### config.mk
export PLATFORM = sky130hd
export DESIGN_NAME = fifo_rr_arbiter_flat
export DESIGN_NICKNAME = d
export VERILOG_FILES = /design/src/rtl/fifo_rr_arbiter_if.sv /design/src/rtl/fifo_rr_arbiter.sv /design/src/flat_wrapper.sv
export SDC_FILE = /design/constraint.sdc
export NUM_CORES = 1
export LEC_CHECK = 0
export CORE_AREA = 4 4 75 91
export DETAILED_ROUTE_END_ITERATION = 6
export DIE_AREA = 0 0 79 95
export PLACE_DENSITY = 0.81
export REMOVE_ABC_BUFFERS = 1
export SLEW_MARGIN = 30
export SYNTH_ARGS = -nofsm -noshare
export SYNTH_HDL_FRONTEND = slang
export SYNTH_SLANG_ARGS = --single-unit
### constraint.sdc
create_clock -name clk -period 2.6 [get_ports clk]
set_input_delay 0.65 -clock clk [delete_from_list [all_inputs] [get_ports clk]]
set_output_delay 0.65 -clock clk [all_outputs]
set_load 0.02 [all_outputs]
### src/rtl/fifo_rr_arbiter_if.sv
// Handshake bundle between N requesters, the round-robin arbiter and one FIFO write port.
// master: arbiter side; slave: requester/FIFO environment side.
interface fifo_rr_arbiter_if #(
  parameter int NUM_REQ      = 4,
  parameter int NUM_REQ_LOG2 = 2,
  parameter int DATA_WIDTH   = 32
);
  logic [NUM_REQ-1:0]            s_valid;
  logic [NUM_REQ-1:0]            s_ready;
  logic [NUM_REQ*DATA_WIDTH-1:0] s_data;
  logic                          m_valid;
  logic                          m_ready;
  logic [DATA_WIDTH-1:0]         m_data;
  logic [NUM_REQ_LOG2-1:0]       m_id;

  modport master (
    input  s_valid, s_data, m_ready,
    output s_ready, m_valid, m_data, m_id
  );

  modport slave (
    output s_valid, s_data, m_ready,
    input  s_ready, m_valid, m_data, m_id
  );
endinterface

### src/rtl/fifo_rr_arbiter.sv
// Round-robin arbiter with bounded bursts feeding a single FIFO write port.
// Optional beat_total counter enabled by FIFO_RR_ARBITER_STATS_EN.
module fifo_rr_arbiter #(
  parameter int NUM_REQ      = 4,
  parameter int NUM_REQ_LOG2 = 2,
  parameter int DATA_WIDTH   = 32,
  parameter int MAX_BURST    = 4
) (
  input  logic clk,
  input  logic reset,
  fifo_rr_arbiter_if.master bus,
  output logic busy
`ifdef FIFO_RR_ARBITER_STATS_EN
  ,
  output logic [31:0] beat_total
`endif
);

  typedef enum logic {
    IDLE  = 1'b0,
    GRANT = 1'b1
  } state_e;

  state_e                  state_q, state_d;
  logic [NUM_REQ_LOG2-1:0] gnt_q, gnt_d;
  logic [NUM_REQ_LOG2-1:0] rr_ptr_q, rr_ptr_d;
  logic [7:0]              beat_cnt_q, beat_cnt_d;

  logic [NUM_REQ_LOG2-1:0] pick;
  logic [NUM_REQ_LOG2-1:0] gnt_inc;
  logic [DATA_WIDTH-1:0]   req_data [NUM_REQ];
  logic                    xfer;
  logic                    last_beat;

  for (genvar i = 0; i < NUM_REQ; i++) begin : g_data
    assign req_data[i] = bus.s_data[i*DATA_WIDTH +: DATA_WIDTH];
  end

  // Scan downward so the lowest offset from rr_ptr wins.
  always_comb begin
    pick = rr_ptr_q;
    for (int k = NUM_REQ - 1; k >= 0; k--) begin
      int idx;
      idx = int'(rr_ptr_q) + k;
      if (idx >= NUM_REQ) idx = idx - NUM_REQ;
      if (bus.s_valid[NUM_REQ_LOG2'(idx)])
        pick = NUM_REQ_LOG2'(idx);
    end
  end

  assign gnt_inc = (int'(gnt_q) == NUM_REQ - 1)
                 ? '0 : gnt_q + 1'b1;
  assign last_beat = (beat_cnt_q == 8'(MAX_BURST - 1));
  assign xfer = bus.m_valid && bus.m_ready;

  always_ff @(posedge clk) begin
    if (reset) begin
      state_q    <= IDLE;
      gnt_q      <= '0;
      rr_ptr_q   <= '0;
      beat_cnt_q <= '0;
    end else begin
      state_q    <= state_d;
      gnt_q      <= gnt_d;
      rr_ptr_q   <= rr_ptr_d;
      beat_cnt_q <= beat_cnt_d;
    end
  end

  always_comb begin
    state_d    = state_q;
    gnt_d      = gnt_q;
    rr_ptr_d   = rr_ptr_q;
    beat_cnt_d = beat_cnt_q;
    unique case (state_q)
      IDLE: begin
        if (|bus.s_valid) begin
          state_d    = GRANT;
          gnt_d      = pick;
          beat_cnt_d = '0;
        end
      end
      GRANT: begin
        if (xfer)
          beat_cnt_d = beat_cnt_q + 8'd1;
        if (!bus.s_valid[gnt_q] || (xfer && last_beat)) begin
          state_d  = IDLE;
          rr_ptr_d = gnt_inc;
        end
      end
      default: ;
    endcase
  end

  // Handshakes are gated by reset so an abandoned burst moves no beat.
  always_comb begin
    bus.s_ready = '0;
    bus.m_valid = 1'b0;
    bus.m_data  = '0;
    bus.m_id    = '0;
    busy        = 1'b0;
    if (state_q == GRANT) begin
      busy               = 1'b1;
      bus.m_id           = gnt_q;
      bus.m_data         = req_data[gnt_q];
      bus.m_valid        = bus.s_valid[gnt_q] && !reset;
      bus.s_ready[gnt_q] = bus.m_ready && !reset;
    end
  end

`ifdef FIFO_RR_ARBITER_STATS_EN
  logic [31:0] beat_total_q;

  always_ff @(posedge clk) begin
    if (reset)
      beat_total_q <= '0;
    else if (xfer)
      beat_total_q <= beat_total_q + 32'd1;
  end

  assign beat_total = beat_total_q;
`endif

endmodule

### src/flat_wrapper.sv
// flat-port wrapper written by rule: the top's interface ports become plain ports
module fifo_rr_arbiter_flat 
#(
  parameter int NUM_REQ      = 4,
  parameter int NUM_REQ_LOG2 = 2,
  parameter int DATA_WIDTH   = 32,
  parameter int MAX_BURST    = 4
)
  (clk, reset, busy, bus_s_valid, bus_s_data, bus_m_ready, bus_s_ready, bus_m_valid, bus_m_data, bus_m_id);
  fifo_rr_arbiter_if #(.NUM_REQ(NUM_REQ), .NUM_REQ_LOG2(NUM_REQ_LOG2), .DATA_WIDTH(DATA_WIDTH)) bus_i ();
  input  logic clk;
  input  logic reset;
  output logic busy;
  input wire logic [$bits(bus_i.s_valid)-1:0] bus_s_valid;
  input wire logic [$bits(bus_i.s_data)-1:0] bus_s_data;
  input wire logic [$bits(bus_i.m_ready)-1:0] bus_m_ready;
  output wire logic [$bits(bus_i.s_ready)-1:0] bus_s_ready;
  output wire logic [$bits(bus_i.m_valid)-1:0] bus_m_valid;
  output wire logic [$bits(bus_i.m_data)-1:0] bus_m_data;
  output wire logic [$bits(bus_i.m_id)-1:0] bus_m_id;
  assign bus_i.s_valid = bus_s_valid;
  assign bus_i.s_data = bus_s_data;
  assign bus_i.m_ready = bus_m_ready;
  assign bus_s_ready = bus_i.s_ready;
  assign bus_m_valid = bus_i.m_valid;
  assign bus_m_data = bus_i.m_data;
  assign bus_m_id = bus_i.m_id;
  fifo_rr_arbiter #(.NUM_REQ(NUM_REQ), .NUM_REQ_LOG2(NUM_REQ_LOG2), .DATA_WIDTH(DATA_WIDTH), .MAX_BURST(MAX_BURST)) u_core (.clk(clk), .reset(reset), .bus(bus_i), .busy(busy));
endmodule
==> results by stage, run 1 <==
Min path:
- The class of the worst hold path is reg -> reg.

Cells and area:
- In the final layout, the share of cells above drive strength 1 is 0.2521.
- The number of antenna diodes in the final layout is 0.
- The layout has 563 filler cells.
- The area occupied by multi-input gates is 1439 um2.
- Once layout is complete, the utilization of the core stands at 0.6114.
- In the layout the commonest cells are sky130_fd_sc_hd__clkdlybuf4s50_1, sky130_fd_sc_hd__and2_1, sky130_fd_sc_hd__mux4_2, sky130_fd_sc_hd__buf_2, sky130_fd_sc_hd__buf_4.
- The post-synthesis to final-layout area growth is 102.8%.
- Across the whole layout, storage elements account for 261.5 um2.
- The most common cell after layout, fill and taps aside is sky130_fd_sc_hd__clkdlybuf4s50_1.
- In the final design database the tool counted 498 nets.

STA:
- The max-slew headroom at the worst pin is 0.7371.
- The worst slack on hold paths is 498.7 ps.
- In the finished design, the share of the clock period the worst path needs comes to 0.9909.
- Timing would allow up to 388.1 MHz.
- The worst path in the final design needs a cycle of 2576 ps, including I/O delays and setup.
- Setup repair after global routing left no endpoint under its margin.
- The final setup skew is 2.923 ps.
- The number of endpoints with negative hold slack in the final report is 0.
- The total count of max-transition violations in the final report is 0.
- The summed negative setup slack over all endpoints is 0 ps.
- Setup violations remaining at the end of the flow were counted as 0.
- At the pin with the least slew margin, the transition time is 391.0 ps.

Critical path:
- The data arrival at the endpoint of the critical path is 1930 ps.
- The register-to-register path setup slack is 640 ps.
- The required time reported for the critical path endpoint is 1950 ps.
- The endpoint of the lowest-slack register-to-register path is u_core.beat_cnt_q[3].
- In this run the worst setup path terminates at bus_m_data[20].
- STA classifies the critical path startpoint as an input port.
- The startpoint of the most critical register-to-register path is u_core.gnt_q[1].
- The type of the worst setup path is in -> out.
- Of all nets on the critical path, the largest fanout is 1.
- The critical path capture point type is an output pin.
- The critical path starts at bus_s_data[116].
- The worst-case reg-to-reg path depth is 6.

Outcome:
- The run finished with clean final reports.

Global routing:
- For this run the aggregate overflow at the end of global routing stands at 0.
- The number of global-route vias before repair is 2326.
- The number of antenna violations at the first check in global routing is 0.
- The pin count of the biggest net entering global routing is 30.
- In the global route stage, overall resource usage came out at 0.2176.
- The wire length of the first global-routing pass is 12400 um.

Detailed routing:
- Once detail routing completed, the nets flagged for antenna violations numbered 0.
- The post-detailed-route DRC marker count is 0.
- In the routed layout, each cell is associated on average with a via count of 5.046.
- The count of vias placed by the detailed router is 2215.
- After detailed routing, the average wire length per cell comes to 19.57 um.
- The first routing iteration left 37 violations.
- The post-detailed-routing wire length is 8590 um.
- The first-pass detailed-route iteration total is 4.

Floorplan:
- The effective utilization at floorplan is 0.3014.
- The number of primary I/O pins is 175.
- The floorplan step defined a die boundary enclosing 7505 um2.
- The core footprint is 5973 um2.
- The floorplan has 31 rows.
- The die outline height is 95 um.
- The x dimension of the die is 79 um.

Pwr:
- In this run the power density over the cells is 279.7 nW/um2.
- The static leakage power is 1.409 nW.
- Total power for the finished layout comes to 1.021 mW.
- VDD sags by at most 0.3051 mV.

Clock network:
- In this run the number of H-tree levels came out at 1.
- The cts-stage hold buffer count is 0.
- CTS saw 13 sinks.
- In this run, CTS created clock tree buffers numbering 3.
- The cell chosen for the clock root is sky130_fd_sc_hd__clkbuf_8.
- The CTS tree is yes.
- The clock latency on the worst-skew pair is 240 ps.
- Counting along the longest clock path gives a buffer depth of 2.
- The clock-pin slew reported for the worst setup and hold paths after clock tree synthesis is 50 ps.

Logic synthesis:
- The netlist area before placement is 1800 um2.
- The total of warnings raised by yosys is 0.
- The sequential area share after synthesis is 0.1445.
- The average instance in the mapped netlist occupies 10.23 um2.
- Yosys mapped the design onto 32 distinct sky130hd cell types.
- Synthesis inferred 13 register bits.
- The number of instances in the synthesized netlist is 176.

Placement:
- Routability-driven placement finished with a final weighted congestion of 0.9470.
- Summed over all nets, the half-perimeter wirelength after detailed placement is 7405 um.
- The total of buffers placed on input and output ports is 174.

Flow run:
- The count of max-cap constraint violations is 0.
## cell type report
class,count,share of cell area
Clock buffer,4,0.01233
Inverter,9,0.009250
Multi-Input combinational cell,140,0.3940
Sequential cell,13,0.07160
Tap cell,82,0.02809
Timing Repair Buffer,191,0.4848
## where the power goes
group	total (mW)	internal, mW	switching, mW
logic	0.625	0.386	0.239
registers	0.217	0.206	0.0105
clock network	0.179	0.108	0.0711
## flip-flops by register name, summed over array words and instances, names as in the netlist
| signal | cells |
|---|---|
| u_core.beat_cnt_q | 8 |
| u_core.gnt_q | 2 |
| u_core.rr_ptr_q | 2 |
| u_core.state_q | 1 |
## cells by family after synthesis
family,count (synthesis),share of synthesized area
AO/OA/AOI/OAI,29,0.1084
buffers and inverters,23,0.05907
flip-flops,13,0.1445
AND/OR/NAND/NOR,72,0.2349
multiplexers,34,0.4183
adder cells (fa/ha/maj),5,0.03475
## worst max-delay path, stage by stage
cell                              delay (ps)
sky130_fd_sc_hd__clkdlybuf4s50_1         400
sky130_fd_sc_hd__mux4_2                  460
sky130_fd_sc_hd__and2_1                  170
sky130_fd_sc_hd__clkdlybuf4s15_2         250
## timing repair
| action | in CTS | in global routing |
|---|---|---|
| gates cloned | 0 | 0 |
| endpoints found under the setup margin | 37 | 21 |
| setup buffers | 0 | 1 |
| pin swaps | 0 | 0 |
| gates resized for setup | 106 | 22 |
## worst min path at each step
stage	start	end	slack [ps]	cells past startpoint
after floorplan	u_core.beat_cnt_q[5]	u_core.beat_cnt_q[5]	460	2
after global placement	u_core.beat_cnt_q[5]	u_core.beat_cnt_q[5]	480	2
after detailed placement	u_core.beat_cnt_q[5]	u_core.beat_cnt_q[5]	500	2
after CTS	u_core.beat_cnt_q[5]	u_core.beat_cnt_q[5]	500	2
after global routing	u_core.beat_cnt_q[5]	u_core.beat_cnt_q[5]	550	2
final	u_core.beat_cnt_q[5]	u_core.beat_cnt_q[5]	500	2
## stage by stage
step                instance area (um2)  instances  setup WS [ps]
floorplan                          1728        162         -478.2
global placement                   3731        434         -323.9
detailed placement                 3731        434         -337.6
CTS                                3756        438        0.08082
global route                       3652        439          1.364
finish                             3652        439          23.62
## per-layer routing
layer	vias to the layer above	part of all wire	GRT usage	wire length [um]
li1	1035	-	-	-
met1	1044	0.35	0.2241	3024
met2	112	0.51	0.3926	4360
met3	24	0.097	0.08206	832
met4	0	0.043	0.09169	372
met5	-	0	0	0
## cell usage after synthesis (all sizes together)
master	instances	area [um2]
clkbuf	8	30.03
a31oi	1	6.260
nand2b	1	6.260
a221o	1	10.01
or4b	1	10.01
and3b	1	8.760
mux2i	1	10.01
o21ai	6	30.03
o21a	2	15.01
mux4	33	743.2
nor3	2	10.01
and2	38	237.7
a21oi	11	55.05
or3	6	37.54
a211o	2	17.52
inv	9	33.78
or4	1	7.510
nor3b	1	7.510
nand2	5	18.77
dfxtp	13	260.3
a22oi	2	28.78
ha	5	62.56
o31ai	2	15.01
nand3	6	30.03
and3	3	18.77
nand3b	1	7.510
buf	6	42.54
a31o	1	8.760
nor2	6	22.52
o221ai	1	8.760
Power figures use the tool's default switching activity.
==> run 2: changes to the inputs <==
ABC_AREA = 0   (was unset)
==> results of run 2 <==
Same layout as run 1: the final DEF is identical, and so are final timing and power.
==> run 3: changes to the inputs <==
--- a/config.mk
+++ b/config.mk
@@ -8,6 +8,6 @@
 export ABC_AREA = 0
-export CORE_AREA = 4 4 75 91
+export CORE_AREA = 4 4 59 115
 export DETAILED_ROUTE_END_ITERATION = 6
-export DIE_AREA = 0 0 79 95
-export PLACE_DENSITY = 0.81
+export DIE_AREA = 0 0 63 119
+export PLACE_DENSITY = 0.82
 export REMOVE_ABC_BUFFERS = 1
--- a/constraint.sdc
+++ b/constraint.sdc
@@ -3,2 +3,2 @@
 set_output_delay 0.65 -clock clk [all_outputs]
-set_load 0.02 [all_outputs]
+set_load 0.005 [all_outputs]
==> run 3 against run 2 <==
  * Die area down 0.11%
  * Maximum frequency down 0.50%
  * Non-clock buffer count down 1
  * Clock power up 65%
  * Largest cell class unchanged
  * Largest power group unchanged
==> results by stage, run 3 (synthesized netlist as in run 1, its figures left out) <==
Clock network:
- The clock tree buffer depth is 2 (unchanged).
- The clock latency on the worst-skew pair is 250 ps (about the same).
- The number of levels the H-tree was split into was 1 (unchanged).
- The clock-pin slew reported for the worst setup and hold paths after clock tree synthesis is 40 ps (about the same).
- TritonCTS built the clock tree.
- The clock sink count is 13 (unchanged).
- The clock buffer count from CTS is 3 (unchanged).
- The cts-stage hold buffer count is 0 (unchanged).
- The cell chosen for the clock root is sky130_fd_sc_hd__clkbuf_16.

Critical path:
- The worst-case reg-to-reg path depth is 5 (-1).
- The worst-path cell with the longest stage delay is sky130_fd_sc_hd__mux4_2.
- The timing startpoint of the critical path is bus_s_data[74].
- The critical path goes through clkdlybuf4s50_1, mux4_2, and2_4, dlygate4sd2_1.
- The data arrival at the endpoint of the critical path is 1940 ps (about the same).
- The critical path ends at bus_m_data[10].
- STA classifies the critical path startpoint as an input port.
- The delay contributed by the slowest stage of the critical path was 460 ps (about the same).
- The type of the worst setup path is in -> out.
- The register-to-register path setup slack was 590 ps (-50 ps).
- The endpoint of the lowest-slack register-to-register path is u_core.rr_ptr_q[1].
- The startpoint of the most critical register-to-register path is u_core.beat_cnt_q[0].
- The required time reported for the critical path endpoint is 1950 ps (about the same).
- The worst-path maximum fanout is 1 (unchanged).
- The worst setup path is captured at an output pin.

Detailed routing:
- The post-detailed-routing wire length is 7969 um (-7.2%).
- The post-detailed-route DRC marker count was 0 (unchanged).
- The count of vias placed by the detailed router was 2231 (+0.72%).
- The detailed-route wire length per cell is 19.02 um (-2.8%).
- The vias per cell is 5.325 (+5.5%).
- The number of DRC markers in iteration 0 came to 81 (+120%).
- The first-pass detailed-route iteration total was 4 (unchanged).
- The antenna violation net count after detailed routing is 0 (unchanged).

STA:
- Setup repair after global routing left no endpoint under its margin.
- The top achievable clock speed was 386.2 MHz (-0.50%).
- The summed negative setup slack over all endpoints is 0 ps (unchanged).
- The slack of the critical path is 10.61 ps (-13.01 ps).
- The worst slack on hold paths is 501.2 ps (+2.425 ps).
- The final setup skew is 2.709 ps (-0.2138 ps).
- The minimum period implied by the final worst setup slack is 2589 ps (+13.01 ps).
- The setup-violating endpoint count in the final report was 0 (unchanged).
- The transition at the pin with the smallest max-transition slack is 486.5 ps (+95.50 ps).
- The total count of max-transition violations in the final report was 0 (unchanged).
- The max-slew headroom at the worst pin was 0.6729 (-0.06421).
- The number of endpoints with negative hold slack in the final report is 0 (unchanged).
- The share of the clock period used by the worst path after layout is 0.9959 (+0.005003).

Placement:
- The total of buffers placed on input and output ports is 174 (unchanged).
- The estimated wirelength of the detail-placed design was 6732 um (-9.1%).
- The area of placed instances is 3686 um2 (-1.2%).
- The placer's final routability congestion estimate is 0.7982 (-16%).
- The worst slack at placement is -335.5 ps (+2.022 ps).

Floorplan:
- The die outline height came to 119 um (+25%).
- The die footprint is 7497 um2 (-0.11%).
- The number of core rows is 40 (+29%).
- The effective utilization at floorplan was 0.3023 (+0.0008866).
- The core footprint came to 5956 um2 (-0.29%).
- The x dimension of the die was 63 um (-20%).
- The number of primary I/O pins is 175 (unchanged).

Global routing:
- The number of antenna violations at the first check in global routing came to 0 (unchanged).
- The wire length of the first global-routing pass is 12250 um (-1.2%).
- The number of global-route vias before repair is 2527 (+8.6%).
- The leftover overflow at the end of global routing is 0 (unchanged).
- The pin count of the biggest net entering global routing was 27 (-10%).
- The total global routing track utilization was 0.2062 (-0.01136).

Min path:
- The worst hold path stage count was 2 (unchanged).
- In this run the worst hold path is classified as reg -> reg.

Pwr:
- The maximum ir drop on the vdd rail is 0.4256 mV (+39%).
- The static leakage power came to 1.529 nW (+8.5%).
- The areal power density over the cells is 288.1 nW/um2 (+3.0%).

Cells and area:
- The final non-filler cell area is 3799 um2 (+4.0%).
- In the layout the commonest cells are sky130_fd_sc_hd__clkdlybuf4s50_1, sky130_fd_sc_hd__mux4_2, sky130_fd_sc_hd__and2_1, sky130_fd_sc_hd__dlygate4sd2_1, sky130_fd_sc_hd__clkdlybuf4s15_1.
- The fraction of layout instances using a drive strength above 1 is 0.1966 (-0.05547).
- Leaving out fill and tap cells, the most frequent cell in the layout is sky130_fd_sc_hd__clkdlybuf4s50_1.
- The final core utilization came to 0.6378 (+0.02638).
- Ranked by flip-flop count, first place goes to u_core.beat_cnt_q.
- Relative to the synthesized area, the layout overhead comes to 111.0%.
- The number of flip-flops in the largest register is 8 (unchanged).
- The total number of nets in the final design is 497 (-0.20%).
- The number of antenna cells inserted is 0 (unchanged).
- In the final layout, the registers with the most flip-flops are u_core.beat_cnt_q: 8 flops, u_core.gnt_q: 2 flops, u_core.rr_ptr_q: 2 flops.

Flow run:
- The count of max-cap constraint violations is 0 (unchanged).

Outcome:
- The flow ran to the end, and the final reports show no timing, DRC or antenna violations.
[run 3: stage by stage]
stage | instances | power (mW)
2_1_floorplan | 162 | 0.4394
3_3_place_gp | 412 | 0.8046
3_5_place_dp | 412 | 0.8198
4_1_cts | 419 | 1.086
5_1_grt | 419 | 1.143
6_report | 419 | 1.094
[run 3: worst min-delay path by stage]
| stage | start | to | slack (ps) |
|---|---|---|---|
| 6_report | u_core.beat_cnt_q[5] | u_core.beat_cnt_q[5] | 500 |
| 5_1_grt | u_core.beat_cnt_q[5] | u_core.beat_cnt_q[5] | 540 |
| 4_1_cts | u_core.beat_cnt_q[6] | u_core.beat_cnt_q[6] | 500 |
| 3_5_place_dp | u_core.beat_cnt_q[6] | u_core.beat_cnt_q[6] | 490 |
| 3_3_place_gp | u_core.beat_cnt_q[5] | u_core.beat_cnt_q[5] | 470 |
| 2_1_floorplan | u_core.beat_cnt_q[5] | u_core.beat_cnt_q[5] | 460 |
[run 3: area by class of cell]
type                            instances  area, um2
Fill cell                             499       2157
Timing Repair Buffer                  190       1879
Multi-Input combinational cell        140       1465
Sequential cell                        13      262.8
Clock buffer                            4      78.83
Tap cell                               63      78.83
Inverter                                9      33.78
[run 3: repair_timing]
action | in CTS | in global routing
setup buffers | 3 | 0
gates resized for setup | 54 | 35
setup endpoints to repair | 37 | 26
pin swaps | 4 | 7
[run 3: critical path, delay by kind of cell]
family | cells | cell delay, ps
and+or+nand+nor | 1 | 170
buffers and inverters | 2 | 650
muxes | 1 | 460
[run 3: per-layer routing]
metal,up-vias,GRT usage,part of all wire
li1,1036,-,-
met1,1052,0.1854,0.31
met2,114,0.4077,0.57
met3,29,0.04717,0.070
met4,0,0.1051,0.044
met5,-,0,0
[run 3: power breakdown]
part	switching [mW]	leakage, nW	internal [mW]	total [mW]
registers	0.00958	0.106	0.207	0.217
clock network	0.0890	0.0382	0.207	0.296
logic	0.180	1.38	0.401	0.581
total	0.279	1.53	0.815	1.09
